--- config.mk ---
export PLATFORM = sky130hd
export DESIGN_NAME = alu_muldiv_seq
export DESIGN_NICKNAME = d
export VERILOG_FILES = /design/src/rtl/alu_muldiv_seq.sv
export SDC_FILE = /design/constraint.sdc
export NUM_CORES = 1
export LEC_CHECK = 0
export CORE_ASPECT_RATIO = 0.7
export CORE_MARGIN = 2
export CORE_UTILIZATION = 46
export CTS_BUF_LIST = sky130_fd_sc_hd__clkbuf_16
export DETAILED_ROUTE_END_ITERATION = 16
export HOLD_SLACK_MARGIN = 0.12
export PLACE_DENSITY = 0.73
export SLEW_MARGIN = 10
export SYNTH_ARGS = -nofsm -noshare
export SYNTH_HDL_FRONTEND = slang
export SYNTH_SLANG_ARGS = --single-unit
--- constraint.sdc ---
create_clock -name clk -period 4.5 [get_ports clk]
set_input_delay 0.675 -clock clk [delete_from_list [all_inputs] [get_ports clk]]
set_output_delay 0.675 -clock clk [all_outputs]
set_load 0.1 [all_outputs]
--- src/rtl/alu_muldiv_seq.sv ---
// Iterative unsigned MUL/MULHU/DIVU/REMU sequencer. It borrows the shared ALU for
// one ADD (shift-add multiply) or SUB (restoring divide) per cycle, XLEN cycles per op.
module alu_muldiv_seq #(
    parameter int XLEN = 32
) (
    input  logic            clk,
    input  logic            reset,
    input  logic            start,
    input  logic [1:0]      op,
    input  logic [XLEN-1:0] rs1,
    input  logic [XLEN-1:0] rs2,
    output logic            busy,
    output logic            done,
    output logic [XLEN-1:0] result,
    output logic            alu_req,
    output logic [XLEN-1:0] alu_a,
    output logic [XLEN-1:0] alu_b,
    output logic [3:0]      alu_ctrl,
    input  logic [XLEN-1:0] alu_result
);

    localparam int CW = $clog2(XLEN);
    localparam logic [3:0] ALU_ADD = 4'b0000;
    localparam logic [3:0] ALU_SUB = 4'b0001;

    typedef enum logic [1:0] {
        IDLE = 2'd0,
        RUN  = 2'd1,
        DONE = 2'd2
    } state_t;

    state_t          state;
    logic [CW-1:0]   cnt;
    logic            is_div;
    logic            sel_hi;

    // acc holds hi (multiply) or rem (divide); q holds lo or quo; d holds mcand or dvs.
    logic [XLEN-1:0] acc;
    logic [XLEN-1:0] q;
    logic [XLEN-1:0] d;

    logic [XLEN-1:0] acc_nx;
    logic [XLEN-1:0] q_nx;
    logic [XLEN-1:0] sh_lo;
    logic            sh_top;
    logic            take;
    logic            carry;

    // Divide view: sh = {rem, quo[MSB]} is XLEN+1 bits; sh_top set means sh > any divisor.
    always_comb begin
        sh_lo  = {acc[XLEN-2:0], q[XLEN-1]};
        sh_top = acc[XLEN-1];
        take   = sh_top | (sh_lo >= d);
        carry  = (alu_result < acc);
    end

    always_comb begin
        alu_req  = (state == RUN);
        alu_a    = '0;
        alu_b    = '0;
        alu_ctrl = ALU_ADD;
        if (state == RUN) begin
            if (is_div) begin
                alu_a    = sh_lo;
                alu_b    = d;
                alu_ctrl = ALU_SUB;
            end else begin
                alu_a    = acc;
                alu_b    = q[0] ? d : '0;
                alu_ctrl = ALU_ADD;
            end
        end
    end

    always_comb begin
        if (is_div) begin
            if (take) begin
                acc_nx = alu_result;
                q_nx   = {q[XLEN-2:0], 1'b1};
            end else begin
                acc_nx = sh_lo;
                q_nx   = {q[XLEN-2:0], 1'b0};
            end
        end else begin
            acc_nx = {carry, alu_result[XLEN-1:1]};
            q_nx   = {alu_result[0], q[XLEN-1:1]};
        end
    end

    always_ff @(posedge clk) begin
        if (reset) begin
            state  <= IDLE;
            busy   <= 1'b0;
            done   <= 1'b0;
            result <= '0;
            cnt    <= '0;
            is_div <= 1'b0;
            sel_hi <= 1'b0;
            acc    <= '0;
            q      <= '0;
            d      <= '0;
        end else begin
            case (state)
                IDLE: begin
                    done <= 1'b0;
                    if (start) begin
                        is_div <= op[1];
                        sel_hi <= op[0];
                        cnt    <= '0;
                        acc    <= '0;
                        q      <= rs1;
                        d      <= rs2;
                        busy   <= 1'b1;
                        if (op[1] && (rs2 == '0)) begin
                            state  <= DONE;
                            done   <= 1'b1;
                            result <= op[0] ? rs1 : '1;
                        end else begin
                            state <= RUN;
                        end
                    end
                end
                RUN: begin
                    acc <= acc_nx;
                    q   <= q_nx;
                    cnt <= cnt + 1'b1;
                    if (cnt == CW'(XLEN - 1)) begin
                        state  <= DONE;
                        done   <= 1'b1;
                        // hi/rem live in acc, lo/quo in q, so op[0] picks the same way for both
                        result <= sel_hi ? acc_nx : q_nx;
                    end
                end
                DONE: begin
                    state <= IDLE;
                    busy  <= 1'b0;
                    done  <= 1'b0;
                end
                default: begin
                    state <= IDLE;
                    busy  <= 1'b0;
                    done  <= 1'b0;
                end
            endcase
        end
    end

endmodule

==> run metrics <==
CTS Buffer Depth=2; Leakage Power=4.46 nW; synthesized area per cell=7.77 sq um; RSZ-0062 raised after global routing=false; Slew HR=0.276; die height=122 um; status=finished, final reports clean; clk sinks=139; top cell type by total area after synthesis=dfxtp_1; Final #Nets=1479; top cells by area, synth=dfxtp_1 (31%), ha_1 (8.9%), mux2i_1 (7.0%); Pre-antenna DRT Iters=5; Slew Viols, Final=0; drt first-iter violations=1069; worst skew pair latency=0.43 ns; critical path launch point=rs2[7]; period utilization=0.785; mapped cell area=0.00909 sq mm; fin crit period=3.53 ns; DR vias=9492; Worst Path Arrival=3.80 ns; cells after synthesis=1170; # resized after CTS=0; num rows=42; Crit. End Element=flop; Synth top area share=0.306; total track usage=0.285; IO Count=204; placer congestion estimate=0.886; worst-margin pin slew=1.08 ns; reg2reg setup slack=1.01 ns; Detailed Route WL=30.6 mm; final setup fails=0; H-tree Lvls=4; number of synthesis warnings=0; fmax=283 MHz; TNS Setup=0 ns; hold slack final=0.454 ns; top-count cell post-synth=nor2_1; grt ovf=0; DRC Markers=0; Post-DP HPWL=21.7 mm; PwrDens=336 mW/mm^2; via/cell ratio=5.97; largest net degree at the start of global routing=74; hold crit path type=flop to flop; PortBufs=200; FF-to-FF Start=q[31]; Core Footprint=0.0191 sq mm; vias in the first global route=8692; r2r endpoint=result[10]; Top FF cell, synth=dfxtp_1; layout cell share with drive strength beyond 1=0.103; WL/cell=19.2 um; Worst setup SP type=input port; total CTS buffers=17; initial antenna violation count=0; Post-synth EDFFs=0; number of max-cap violations=0; Initial Util=0.475; TritonCTS clock tree=yes; first-pass GRT wire length=46.8 mm; Seq/Total Area, Yosys=0.306; R2R depth=12; Setup crit end=result[0]; Root Buffer=clkbuf_16; area delta synth->final=29.1%; Setup Skew=0.00934 ns; antenna-violating nets left=0; Die X=172 um; clk slew on worst S/H paths=0.06 ns; synth cell count leaders=nor2_1 (155), dfxtp_1 (139), nand2_1 (118), inv_1 (96), clkbuf_1 (71); Distinct cells, synth=49; critical-path maximum fanout=43; #FFs+latches synth=139; asr flop ratio synth=0; CP required=4.77 ns; number of failing hold endpoints at the final stage=0; peak supply drop=0.289 mV; full die area=0.0209 sq mm; setup repair bufs after CTS=0; cts hold-fix bufs=0; crit path kind=input port to flop
==> through the flow <==
| stage | power, mW | util | std cells | setup WS [ns] | area [sq um] |
|---|---|---|---|---|---|
| floorplan | 2.03 | - | 1172 | 0.649 | 9090 |
| global placement | 2.32 | 0.579 | 1558 | 0.793 | 11100 |
| detailed placement | 2.34 | 0.579 | 1558 | 0.669 | 11100 |
| CTS | 3.93 | 0.613 | 1590 | 1.09 | 11700 |
| global route | 4.09 | 0.613 | 1590 | 0.877 | 11700 |
| finish | 3.94 | 0.613 | 1591 | 0.968 | 11700 |
==> cell type report <==
class / count / area, sq um
Antenna cell: 1 / 2.50
Clock buffer: 17 / 425
Clock inverter: 15 / 234
Fill cell: 1737 / 7390
Inverter: 97 / 364
Multi-Input combinational cell: 838 / 5570
Sequential cell: 139 / 2790
Tap cell: 264 / 330
Timing Repair Buffer: 220 / 2020
==> layer usage <==
| metal | wire length [um] | track usage | share of wire | vias to the layer above |
|---|---|---|---|---|
| met5 | 0 | 0 | 0 | - |
| met4 | 611 | 0.0819 | 0.020 | 0 |
| met3 | 2450 | 0.0559 | 0.080 | 42 |
| met2 | 13700 | 0.439 | 0.45 | 455 |
| met1 | 13800 | 0.407 | 0.45 | 4494 |
| li1 | - | - | - | 4501 |
==> cell families (layout without fill, tap and decap cells) <==
family / count (synthesis) / after routing / share of synthesized area
DFF: 139 / 139 / 0.306
adders and majority gates: 65 / 65 / 0.0895
other: 1 / 4 / 0.000413
muxes: 66 / 66 / 0.0730
AOI/OAI and AO/OA: 287 / 287 / 0.242
buffers and inverters: 195 / 349 / 0.0852
and+or+nand+nor: 417 / 417 / 0.204
==> report_power, final <==
group          internal (mW)  switching (mW)
registers               1.29          0.0700
logic                  0.340           0.634
clock network          0.996           0.612
total                   2.63            1.32
==> placed cells by master (no fill, tap or decap), types with 8 or more instances in the layout <==
cell / Yosys / routed
nor2_1: 155 / 151
buf_4: 4 / 79
ha_1: 65 / 65
o221ai_1: 30 / 30
nor4_1: 8 / 8
o21ai_0: 9 / 9
a221oi_1: 34 / 34
nor3_1: 67 / 66
clkdlybuf4s50_1: 0 / 139
clkbuf_16: 0 / 17
nor2b_1: 30 / 30
o211ai_1: 25 / 25
a211o_1: 31 / 31
o211ai_2: 10 / 10
mux2i_1: 64 / 64
a32o_1: 29 / 29
a21o_1: 11 / 10
a21oi_1: 63 / 63
nand3_1: 9 / 9
inv_1: 96 / 96
a31oi_1: 30 / 30
dfxtp_1: 139 / 138
nand2_1: 118 / 118
nand4_1: 8 / 8
==> registers in the layout (all words and copies together), names as in the netlist <==
name and cells:
cnt 5, done 1, busy 1, is_div 1
q 32, acc 32, d 32, result 32
sel_hi 1, state 2
==> worst max-delay path, stage by stage <==
cell and delay [ns]:
clkdlybuf4s50_1 0.43, nor4_1 0.55, nand4_1 0.30, nor3_1 0.66, a21o_2 0.44, buf_12 0.27, o211ai_1 0.13, a311oi_1 0.28
nor3_1 0.08
==> how the worst min path moves through the flow <==
stage               cells past startpoint   start      to  slack, ns
floorplan                               1  cnt[3]  cnt[3]       0.43
global placement                        2   d[17]   d[17]       0.44
detailed placement                      2    d[3]    d[3]       0.45
CTS                                     2    d[3]    d[3]       0.45
global route                            2   d[21]   d[21]       0.47
finish                                  2    d[3]    d[3]       0.45
Note: power is estimated with default switching activity, not from simulation.
